File: src/rtl/fast_frame_ctrl.sv
// fast_frame_ctrl: frame sequencer feeding the FAST 7x7 window generator.
// Accepts one DMA frame, checks its length, then flushes zero pixels so the pipeline drains.
module fast_frame_ctrl #(
  parameter int COL_NUM      = 640,
  parameter int ROW_NUM      = 480,
  parameter int PIXEL_WIDTH  = 8,
  parameter int FLUSH_CYCLES = 1940
) (
  input  logic                   clk,
  input  logic                   rst_n,
  input  logic                   start,
  input  logic                   abort,
  input  logic [PIXEL_WIDTH-1:0] s_tdata,
  input  logic                   s_tvalid,
  input  logic                   s_tlast,
  output logic                   s_tready,
  output logic [PIXEL_WIDTH-1:0] pix_data,
  output logic                   pix_ce,
  output logic                   pix_flush,
  output logic                   busy,
  output logic                   frame_done,
  output logic                   err_len
);
  localparam int XW = COL_NUM > 1 ? $clog2(COL_NUM) : 1;
  localparam int YW = ROW_NUM > 1 ? $clog2(ROW_NUM) : 1;
  localparam int FW = $clog2(FLUSH_CYCLES + 1);
  localparam logic [XW-1:0] X_LAST = XW'(COL_NUM - 1);
  localparam logic [YW-1:0] Y_LAST = YW'(ROW_NUM - 1);
  localparam logic [FW-1:0] F_LAST = FW'(FLUSH_CYCLES - 1);
  typedef enum logic [1:0] {IDLE, RUN, FLUSH, DONE} state_t;
  state_t                 r_state;
  logic [XW-1:0]          r_x;
  logic [YW-1:0]          r_y;
  logic [FW-1:0]          r_fcnt;
  logic [PIXEL_WIDTH-1:0] r_pix_data;
  logic                   r_pix_ce;
  logic                   r_pix_flush;
  logic                   r_err_len;
  logic                   w_acc;
  logic                   w_final;
  logic                   w_eof;
  assign w_acc      = s_tvalid & s_tready;
  assign w_final    = (r_x == X_LAST) && (r_y == Y_LAST);
  assign w_eof      = w_acc & (s_tlast | w_final);
  assign s_tready   = r_state == RUN;
  assign busy       = r_state != IDLE;
  assign frame_done = r_state == DONE;
  assign pix_data   = r_pix_data;
  assign pix_ce     = r_pix_ce;
  assign pix_flush  = r_pix_flush;
  assign err_len    = r_err_len;
  always_ff @(posedge clk or negedge rst_n) begin
    if (!rst_n) begin
      r_state     <= IDLE;
      r_x         <= '0;
      r_y         <= '0;
      r_fcnt      <= '0;
      r_pix_data  <= '0;
      r_pix_ce    <= 1'b0;
      r_pix_flush <= 1'b0;
      r_err_len   <= 1'b0;
    end else begin
      r_pix_ce    <= 1'b0;
      r_pix_flush <= 1'b0;
      if (abort) begin
        r_state <= IDLE;
        r_x     <= '0;
        r_y     <= '0;
        r_fcnt  <= '0;
      end else begin
        case (r_state)
          IDLE: if (start) begin
            r_state   <= RUN;
            r_x       <= '0;
            r_y       <= '0;
            r_err_len <= 1'b0;
          end
          RUN: if (w_acc) begin
            r_pix_ce   <= 1'b1;
            r_pix_data <= s_tdata;
            r_x        <= r_x == X_LAST ? '0 : r_x + 1'b1;
            r_y        <= r_x == X_LAST ? r_y + 1'b1 : r_y;
            // tlast must coincide exactly with the geometric last pixel
            if (s_tlast != w_final) r_err_len <= 1'b1;
            if (w_eof) begin
              r_state <= FLUSH;
              r_x     <= '0;
              r_y     <= '0;
              r_fcnt  <= '0;
            end
          end
          FLUSH: begin
            r_pix_ce    <= 1'b1;
            r_pix_flush <= 1'b1;
            r_pix_data  <= '0;
            r_fcnt      <= r_fcnt == F_LAST ? '0 : r_fcnt + 1'b1;
            if (r_fcnt == F_LAST) r_state <= DONE;
          end
          DONE: r_state <= IDLE;
        endcase
      end
    end
  end
endmodule

File: config.mk
export PLATFORM = sky130hd
export DESIGN_NAME = fast_frame_ctrl
export DESIGN_NICKNAME = d
export VERILOG_FILES = /design/src/rtl/fast_frame_ctrl.sv
export SDC_FILE = /design/constraint.sdc
export NUM_CORES = 1
export LEC_CHECK = 0
export ABC_CLOCK_PERIOD_IN_PS = 5150
export BUFFER_PORTS_ARGS = -buffer_cell sky130_fd_sc_hd__buf_2
export CORE_AREA = 4 4 86 56
export DETAILED_ROUTE_END_ITERATION = 10
export DIE_AREA = 0 0 90 60
export GPL_TIMING_DRIVEN = 0
export PLACE_DENSITY = 0.92
export SETUP_SLACK_MARGIN = 0.1
export SYNTH_ARGS = -nofsm -noshare
export SYNTH_HDL_FRONTEND = slang
export SYNTH_SLANG_ARGS = --single-unit
File: constraint.sdc
create_clock -name clk -period 5.15 [get_ports clk]
set_input_delay 1.03 -clock clk [delete_from_list [all_inputs] [get_ports clk]]
set_output_delay 1.03 -clock clk [all_outputs]
set_load 0.03 [all_outputs]
# ---- Word level (Yosys, flattened, before mapping)
# Cells that the tools add are included.
dict set report op_classes {
  eq_ne 15
  n_reduce_logical 13
  n_bitwise 4
  n_addsub 3
  muxes 34
}
# op n
set op_table {}
lappend op_table {{$mux 10} 5}
lappend op_table {{$mux 9} 5}
lappend op_table {{$mux 11} 4}
lappend op_table {{$pmux 11 s2} 1}
lappend op_table {{$pmux 10 s2} 1}
lappend op_table {{$pmux 9 s2} 1}
lappend op_table {{$pmux 8 s2} 1}
lappend op_table {{$add 11x1->11 const B} 1}
lappend op_table {{$eq 11x11->1 const B} 1}
lappend op_table {{$add 10x1->10 const B} 1}
lappend op_table {{$eq 10x10->1 const B} 1}
lappend op_table {{$mux 2} 5}
lappend op_table {{$add 9x1->9 const B} 1}
lappend op_table {{$eq 9x9->1 const B} 1}
lappend op_table {{$reduce_and 3->1} 3}
lappend op_table {{$mux 8} 1}
lappend op_table {{$pmux 2 s4} 1}
lappend op_table {{$reduce_and 4->1} 2}
lappend op_table {{$mux 1} 7}
lappend op_table {{$ne 3x2->1 const B} 2}
lappend op_table {{$ne 3x3->1 const B} 2}
lappend op_table {{$reduce_bool 2->1} 3}
lappend op_table {{$reduce_bool 3->1} 2}
lappend op_table {{$reduce_and 5->1} 1}
lappend op_table {{other kinds (12)} 16}
dict set report totals {
  out_inout_bits 14
  ff_bits 43
  elab_cells 77
  inputBits 14
}

# ---- Logic depth before layout (Yosys ltp)
# Gate-level depths: netlist of the first run.
dict set report depth {
  word_depth 8
  depth_mapped 11
  depth_no_buf 10
}

# ---- Worst setup path before layout of the first run
# Ideal clock, no wire load.
dict set report synth_timing {
  path_type {reg-to-reg}
  start {reg r_x[0]}
  end {reg r_y[6]}
  setup_slack_ps 2723
  t_required_ps 5067
  period_less_slack_ps 2427
  path_stages_with_launch 12
  t_arrival_ps 2345
  setup_ps 83
  n_path_buf 1
  cell_sequence {dfrtp_1 ha_1 and2_1 and4_1 nand4_1 ha_1 nand2b_1 nand3_1 and2_0 clkbuf_1 or4_1 o21ai_0}
}
dict set report synth_via {
  elab_chain_len 8
  elab_cells_between_ends 10
  cone_classes {2 x eq/ne; 4 x mux; 2 x bitwise; 2 x reduce/logical}
}
# item line
set synth_rtl {}
lappend synth_rtl {{from (decl)} 32} ;# logic [XW-1:0] r_x;
lappend synth_rtl {{from (signal assigned)} 81} ;# r_x <= r_x == X_LAST ? '0 : r_x + 1'b1;
lappend synth_rtl {{$eq 10x10->1 *} {43, 82}}
lappend synth_rtl {{$logic_and 1x1->1} 43} ;# assign w_final = (r_x == X_LAST) && (r_y == Y_LAST);
lappend synth_rtl {{$or 1x1->1} 44} ;# assign w_eof = w_acc & (s_tlast | w_final);
lappend synth_rtl {{$and 1x1->1} 44}
lappend synth_rtl {{$mux 9} 85} ;# if (w_eof) begin
lappend synth_rtl {{$mux 9} 78} ;# RUN: if (w_acc) begin
lappend synth_rtl {{$pmux 9 s2} 71} ;# case (r_state)
lappend synth_rtl {{$mux 9} 65} ;# if (abort) begin
lappend synth_rtl {{to (signal assigned)} 82} ;# r_y <= r_x == X_LAST ? r_y + 1'b1 : r_y;
lappend synth_rtl {{to (decl)} 33} ;# logic [YW-1:0] r_y;
# Mark *: on every way between the ends. The rest lies on a longest branch, timed or not. The select of a mux whose other input is x is not followed.
# A chain may end at the register's enable or synchronous reset.

# ---- Final worst setup path of the first run
# Ends and elaborated chain as after synthesis.

==> impl_metrics.env, run 1 <==
export IMPL_run_status="finished, final reports clean"
export IMPL_worst_hold_path_endpoint="pix_data[0]$_DFFE_PN0P_"
export IMPL_cts_setup_buffers=0
export IMPL_globalplace_congestion=0.845
export IMPL_post_route_cells_drive_above_1_share_pct=17.4
export IMPL_min_path_cells=2
export IMPL_grt_setup_unrepaired="no"
export IMPL_worstPathRequired_ns=5.36
export IMPL_tritoncts="built"
export IMPL_grt_pass1_wl_mm=8.49
export IMPL_mappedNetlistNets=268
export IMPL_period_needed_ns=2.78
export IMPL_yosysTopAreaCellShare_pct=45.8
export IMPL_setup_worst_path_end_class="flop"
export IMPL_drv_cap=0
export IMPL_power_leakage_nw=1.22
export IMPL_synthCells=246
export IMPL_dr_total_vias=1842
export IMPL_multi_input_comb_area_um2=1180
export IMPL_timing_max_transition_violations_final=0
export IMPL_worst_setup_hold_path_clk_slew_ns=0.08
export IMPL_placed_cells_incl_taps=323
export IMPL_dr_pass1_iters=4
export IMPL_hpwl_mm=3.51
export IMPL_f_max_ghz=0.359
export IMPL_chipWidth_um=90
export IMPL_holdBufCountCts=0
export IMPL_clock_root_buffer_master="sky130_fd_sc_hd__clkbuf_8"
export IMPL_floorplan_initialDensity_pct=58.9
export IMPL_worst_slew_pin_slew_ns=0.930
export IMPL_viasPerCell=5.56
export IMPL_synthDistinctLibCells=49
export IMPL_cp_data_arrival_time_ns=3.00
export IMPL_switching_share_of_total_power_pct=39.1
export IMPL_final_antenna_net_count=0
export IMPL_combPwrFrac_pct=40.6
export IMPL_std_cell_rows=18
export IMPL_layout_nets=302
export IMPL_synth_edf_count=0
export IMPL_core_area_um2=3990
export IMPL_power_ir_vdd_worst_v=0.000345
export IMPL_worst_r2r_dst="r_y[6]$_DFFE_PN0P_"
export IMPL_worstRegToRegCells=11
export IMPL_synth_sequential_area_ratio_pct=45.8
export IMPL_timing_hold_worst_class="reg2reg"
export IMPL_cts_resized_gates=0
export IMPL_synth_area_top_cells="sky130_fd_sc_hd__dfrtp_1 46%, sky130_fd_sc_hd__nor2_1 5.0%, sky130_fd_sc_hd__ha_1 4.3%, sky130_fd_sc_hd__nand2_1 4.2%, sky130_fd_sc_hd__xnor2_1 3.7%"
export IMPL_timing_reg2reg_setup_slack_ns=2.37
export IMPL_fin_ws_ns=2.37
export IMPL_synth_largest_area_cell="sky130_fd_sc_hd__dfrtp_1"
export IMPL_pwr_share_seq_pct=34.3
export IMPL_power_frac_clock_pct=25.1
export IMPL_finalClockSkew_ns=0.00164
export IMPL_port_buffer_count=27
export IMPL_finalCritPeriodShare_pct=54.1
export IMPL_clockBufferDepth=2
export IMPL_layout_core_utilization_pct=67.2
export IMPL_syn_avg_cell_area_um2=9.55
export IMPL_finalWirelength_mm=4.83
export IMPL_design_portCount=28
export IMPL_cts_buffers=5
export IMPL_antenna_cells=0
export IMPL_sw_pwr_mw=0.474
export IMPL_synth_cell_area_um2=2350
export IMPL_finalHoldViolCount=0
export IMPL_insertion_delay_ns=0.29
export IMPL_layout_filler_cells=281
export IMPL_number_of_antenna_violations_at_the_first_check_in_global_routing=0
export IMPL_synth_async_sr_flop_share_pct=100
export IMPL_worst_r2r_startpoint="r_x[0]$_DFFE_PN0P_"
export IMPL_die_h_um=60
export IMPL_syn2layout_area_growth_pct=14.1
export IMPL_final_setup_viol_count=0
export IMPL_hp_start="pix_data[0]$_DFFE_PN0P_"
export IMPL_cp_start_kind="flop"
export IMPL_totalNegativeSetupSlack_ns=0
export IMPL_vias_in_the_first_global_route=1818
export IMPL_p_per_area_nw_per_um2=453
export IMPL_pre_cts_ws_ns=2.47
export IMPL_worst_setup_path_type="reg2reg"
export IMPL_grt_start_max_net_pins=44
export IMPL_die_area_um2=5400
export IMPL_drc_errors=0
export IMPL_regArea_um2=1080
export IMPL_synth_warnings=0
export IMPL_avgRoutedWirePerCell_um=14.6
export IMPL_htree_depth=2
export IMPL_internal_power_mw=0.739
export IMPL_timing_critical_path_fanout_max=8
export IMPL_fin_cells=331
export IMPL_globalRoute_totalOverflow=0
export IMPL_relSlewSlack_pct=38.0
export IMPL_yosys_most_used_dff="sky130_fd_sc_hd__dfrtp_1"
export IMPL_cts_sinks=43
export IMPL_gr_usage_all_layers_pct=19.9
export IMPL_drt_iter0_markers=80
export IMPL_yosys_register_bits=43
synthesized netlist by cell type (3+ instances only):
cell type / count
sky130_fd_sc_hd__a21oi_1: 8
sky130_fd_sc_hd__o211ai_1: 3
sky130_fd_sc_hd__xor2_1: 7
sky130_fd_sc_hd__nor3_1: 4
sky130_fd_sc_hd__nor2b_1: 4
sky130_fd_sc_hd__nand3_1: 10
sky130_fd_sc_hd__clkbuf_1: 4
sky130_fd_sc_hd__xnor2_1: 10
sky130_fd_sc_hd__nand2_1: 26
sky130_fd_sc_hd__o21ai_0: 17
sky130_fd_sc_hd__inv_1: 8
sky130_fd_sc_hd__nor2_1: 31
sky130_fd_sc_hd__nand2b_1: 10
sky130_fd_sc_hd__ha_1: 8
sky130_fd_sc_hd__dfrtp_1: 43
sky130_fd_sc_hd__nand4_1: 9
sky130_fd_sc_hd__buf_6: 3
sky130_fd_sc_hd__or3_1: 5
placed cells by master, fill, tap and decap left out, types with 3 or more instances in the layout:
cell type                  Yosys  final
sky130_fd_sc_hd__or3_1         5      5
sky130_fd_sc_hd__xnor2_1      10     10
sky130_fd_sc_hd__buf_6         3      3
sky130_fd_sc_hd__xor2_1        7      7
sky130_fd_sc_hd__o211ai_1      3      3
sky130_fd_sc_hd__buf_2         0     27
sky130_fd_sc_hd__nor2b_1       4      4
sky130_fd_sc_hd__ha_1          8      8
sky130_fd_sc_hd__nand2_1      26     26
sky130_fd_sc_hd__clkbuf_8      0      5
sky130_fd_sc_hd__dfrtp_1      43     43
sky130_fd_sc_hd__nor2_1       31     31
sky130_fd_sc_hd__nand3_1      10     10
sky130_fd_sc_hd__nand4_1       9      9
sky130_fd_sc_hd__nand2b_1     10     10
sky130_fd_sc_hd__nor3_1        4      4
sky130_fd_sc_hd__inv_1         8      8
sky130_fd_sc_hd__a21oi_1       8      8
sky130_fd_sc_hd__o21ai_0      17     17
sky130_fd_sc_hd__clkbuf_1      4      5
logic make-up (layout without fill, tap and decap cells):
family | Yosys count | in the layout | share of synthesized area [%]
compound gates | 41 | 41 | 12.4
xor+xnor | 17 | 17 | 6.34
fa+ha+maj | 8 | 8 | 4.26
buf+inv | 17 | 52 | 4.10
flops | 43 | 43 | 45.8
mux | 2 | 2 | 0.906
simple gates | 118 | 118 | 26.2
final cells by class:
cell class	count	area share, %
inverter	8	1.12
sequential	43	40.2
timing repair buffer	27	5.04
clock buffer	6	2.71
tap	50	2.34
multi-input combinational	186	43.9
clock inverter	2	2.24
buffer	9	2.48
metrics by stage:
| stage | hold WS, ns | total power [mW] | area, um^2 |
|---|---|---|---|
| final | 0.489 | 1.21 | 2680 |
| after global placement | 0.461 | 0.897 | 2550 |
| after floorplan | 0.472 | 0.781 | 2350 |
| after detailed placement | 0.472 | 0.912 | 2550 |
| after global routing | 0.510 | 1.29 | 2680 |
| after CTS | 0.491 | 1.22 | 2680 |
sequential cells by signal, indices dropped and copies added (netlist names):
register   count
r_x           10
r_y            9
pix_ce         1
pix_data       8
pix_flush      1
r_fcnt        11
r_state        2
err_len        1
layer usage:
layer / GRT usage [%] / wire, um
met1: 28.5 / 2430
met2: 30.4 / 2080
met3: 4.40 / 274
met4: 6.54 / 44
met5: 0 / 0
how the worst max path moves through the flow:
stage	slack (ns)	start	end	cells past startpoint
floorplan	2.72	r_x[0]$_DFFE_PN0P_	r_y[6]$_DFFE_PN0P_	11
global placement	2.47	abort	r_y[6]$_DFFE_PN0P_	7
detailed placement	2.47	r_x[0]$_DFFE_PN0P_	r_y[3]$_DFFE_PN0P_	11
CTS	2.39	r_x[0]$_DFFE_PN0P_	r_y[3]$_DFFE_PN0P_	11
global route	2.15	r_x[0]$_DFFE_PN0P_	r_y[6]$_DFFE_PN0P_	11
finish	2.37	r_x[0]$_DFFE_PN0P_	r_y[6]$_DFFE_PN0P_	11
power groups by stage:
| stage | registers [mW] | clock network [mW] | logic (mW) |
|---|---|---|---|
| after floorplan | 0.485 | 0 | 0.297 |
| after global placement | 0.421 | 0 | 0.476 |
| after detailed placement | 0.423 | 0 | 0.489 |
| after CTS | 0.416 | 0.312 | 0.494 |
| after global routing | 0.423 | 0.323 | 0.544 |
| final | 0.416 | 0.305 | 0.492 |
critical path, cell delays in order (launching register included):
cell	delay [ns]
sky130_fd_sc_hd__dfrtp_1	0.41
sky130_fd_sc_hd__ha_1	0.23
sky130_fd_sc_hd__and2_1	0.20
sky130_fd_sc_hd__and4_1	0.28
sky130_fd_sc_hd__nand4_1	0.12
sky130_fd_sc_hd__ha_1	0.16
sky130_fd_sc_hd__nand2b_1	0.10
sky130_fd_sc_hd__nand3_1	0.19
sky130_fd_sc_hd__and2_0	0.20
sky130_fd_sc_hd__clkbuf_1	0.19
sky130_fd_sc_hd__or4_1	0.53
sky130_fd_sc_hd__o21ai_0	0.08
Power figures use the tool's default switching activity.
==> inputs of run 2 (changes only) <==
ABC_CLOCK_PERIOD_IN_PS = 2700   (was 5150)
CORE_AREA = 4 4 88 57   (was 4 4 86 56)
DIE_AREA = 0 0 92 61   (was 0 0 90 60)
PLACE_DENSITY = 0.89   (was 0.92)
clock period = 2.7 ns   (was 5.15 ns; I/O delays follow)
==> run 2 against run 1 <==
Compared with the run above: power rose by 78%; sequential power rose by 91%; die area rose by 3.9%; register-to-register slack got worse by 2.2 ns; sequential cell count did not move; clock skew rose by 0.0075 ns; count of clock-buffer cells in the layout did not move; non-clock buffer count rose by 1; core utilization fell by 1.4 points; hold slack got worse by 0.13 ns; largest power group unchanged.
==> impl_metrics.env, run 2 (synthesis results as in run 1) <==
export IMPL_fin_ws_ns=0.196
export IMPL_timing_hold_worst_class="in2async"
export IMPL_clockBufferDepth=2
export IMPL_layout_top_registers="r_fcnt: 11 flops, r_x: 10 flops, r_y: 9 flops"
export IMPL_timing_max_transition_violations_final=0
export IMPL_clock_root_buffer_master="sky130_fd_sc_hd__clkbuf_8"
export IMPL_drv_cap=0
export IMPL_cp_data_arrival_time_ns=2.70
export IMPL_f_max_ghz=0.399
export IMPL_number_of_antenna_violations_at_the_first_check_in_global_routing=0
export IMPL_syn2layout_area_growth_pct=14.8
export IMPL_layout_nets=303
export IMPL_drc_errors=0
export IMPL_most_common_layout_cells="43 x sky130_fd_sc_hd__dfrtp_1, 31 x sky130_fd_sc_hd__nor2_1, 27 x sky130_fd_sc_hd__buf_2"
export IMPL_std_cell_rows=18
export IMPL_cts_buffers=5
export IMPL_run_status="finished, final reports clean"
export IMPL_post_route_cells_drive_above_1_share_pct=20.9
export IMPL_grt_start_max_net_pins=44
export IMPL_holdBufCountCts=0
export IMPL_hpwl_mm=3.62
export IMPL_power_mw=2.16
export IMPL_htree_depth=2
export IMPL_final_antenna_net_count=0
export IMPL_power_ir_vdd_worst_v=0.000456
export IMPL_pre_cts_ws_ns=-0.0129
export IMPL_avgRoutedWirePerCell_um=14.7
export IMPL_cp_start_kind="flop"
export IMPL_final_setup_viol_count=0
export IMPL_grt_pass1_wl_mm=8.55
export IMPL_globalRoute_totalOverflow=0
export IMPL_most_common_library_cell_in_the_layout_ignoring_fill_and_taps="sky130_fd_sc_hd__dfrtp_1"
export IMPL_viasPerCell=5.61
export IMPL_drt_iter0_markers=85
export IMPL_antenna_cells=0
export IMPL_totalNegativeSetupSlack_ns=0
export IMPL_setup_worst_path_end_class="flop"
export IMPL_chipWidth_um=92
export IMPL_layout_core_utilization_pct=65.8
export IMPL_tritoncts="built"
export IMPL_worst_slew_pin_slew_ns=0.936
export IMPL_dr_total_vias=1918
export IMPL_design_portCount=28
export IMPL_globalplace_congestion=0.869
export IMPL_finalClockSkew_ns=0.00911
export IMPL_core_area_um2=4100
export IMPL_finalCritPeriodShare_pct=92.7
export IMPL_startpoint="r_x[0]$_DFFE_PN0P_"
export IMPL_p_per_area_nw_per_um2=801
export IMPL_gr_usage_all_layers_pct=19.6
export IMPL_largest_register="r_fcnt"
export IMPL_worst_setup_hold_path_clk_slew_ns=0.09
export IMPL_cts_sinks=43
export IMPL_insertion_delay_ns=0.30
export IMPL_period_needed_ns=2.50
export IMPL_finalWirelength_mm=5.02
export IMPL_port_buffer_count=27
export IMPL_die_area_um2=5610
export IMPL_die_h_um=61
export IMPL_largest_reg_flops=11
export IMPL_relSlewSlack_pct=37.6
export IMPL_worst_r2r_startpoint="r_x[0]$_DFFE_PN0P_"
export IMPL_finalHoldViolCount=0
export IMPL_grt_setup_unrepaired="no"
export IMPL_dr_pass1_iters=5
export IMPL_floorplan_initialDensity_pct=57.3
export IMPL_vias_in_the_first_global_route=1818
export IMPL_power_leakage_nw=1.21
export IMPL_worstPathRequired_ns=2.90
export IMPL_worst_setup_path_type="reg2reg"
export IMPL_timing_critical_path_fanout_max=6
-- run 2: metal layers --
layer	share of wire, %	GRT usage, %	wire length (um)
met1	49	28.0	2480
met2	41	29.1	2080
met3	7.5	4.96	375
met4	1.8	7.82	90
met5	0	0	0
-- run 2: repair_timing --
item,CTS,global route
resized for setup,5,9
pin swaps,0,0
endpoints found under the setup margin,10,14
setup buffers,0,1
-- run 2: path summary, 6_finish.rpt --
path | end | slack (ns) | depth (start not counted)
worst max-delay path | r_fcnt[9]$_DFFE_PN0P_ | 0.20 | 10
worst min-delay path | r_fcnt[7]$_DFFE_PN0P_ | 0.36 | 1
worst max register to register | r_fcnt[9]$_DFFE_PN0P_ | 0.20 | 10
worst min register to register | pix_data[3]$_DFFE_PN0P_ | 0.49 | 2
max in group asynchronous | pix_flush$_DFF_PN0_ | 1.74 | 1
min in group clk | pix_data[3]$_DFFE_PN0P_ | 0.49 | 2
-- run 2: worst max-delay path, cell delays in order, from the launching register on --
cell	delay, ns
sky130_fd_sc_hd__dfrtp_1	0.40
sky130_fd_sc_hd__ha_2	0.21
sky130_fd_sc_hd__and2_4	0.16
sky130_fd_sc_hd__and4_4	0.27
sky130_fd_sc_hd__nand4_1	0.11
sky130_fd_sc_hd__ha_1	0.20
sky130_fd_sc_hd__and3b_1	0.26
sky130_fd_sc_hd__o31ai_2	0.13
sky130_fd_sc_hd__nor4_1	0.43
sky130_fd_sc_hd__xnor2_1	0.18
sky130_fd_sc_hd__nor2_1	0.06
-- run 2: cell type report --
cell class,count,area [um^2]
buffer,9,70.1
clock buffer,6,72.6
clock inverter,2,12.5
fill,340,1400
inverter,8,30.0
multi-input combinational,186,1220
sequential,43,1080
tap,60,75.1
timing repair buffer,28,143
-- run 2: metrics by stage --
stage               hold WS, ns  instances  cell area, um^2
finish                    0.356        342             2700
global route              0.447        342             2700
CTS                       0.406        341             2660
detailed placement        0.472        333             2560
global placement          0.463        333             2560
floorplan                 0.244        246             2350
-- run 2: power by group --
part / internal, mW / total (mW) / leakage [nW] / switching, mW
sequential: 0.733 / 0.795 / 0.587 / 0.0623
clock: 0.181 / 0.403 / 0.0412 / 0.222
combinational: 0.321 / 0.962 / 0.578 / 0.640
total: 1.24 / 2.16 / 1.21 / 0.924
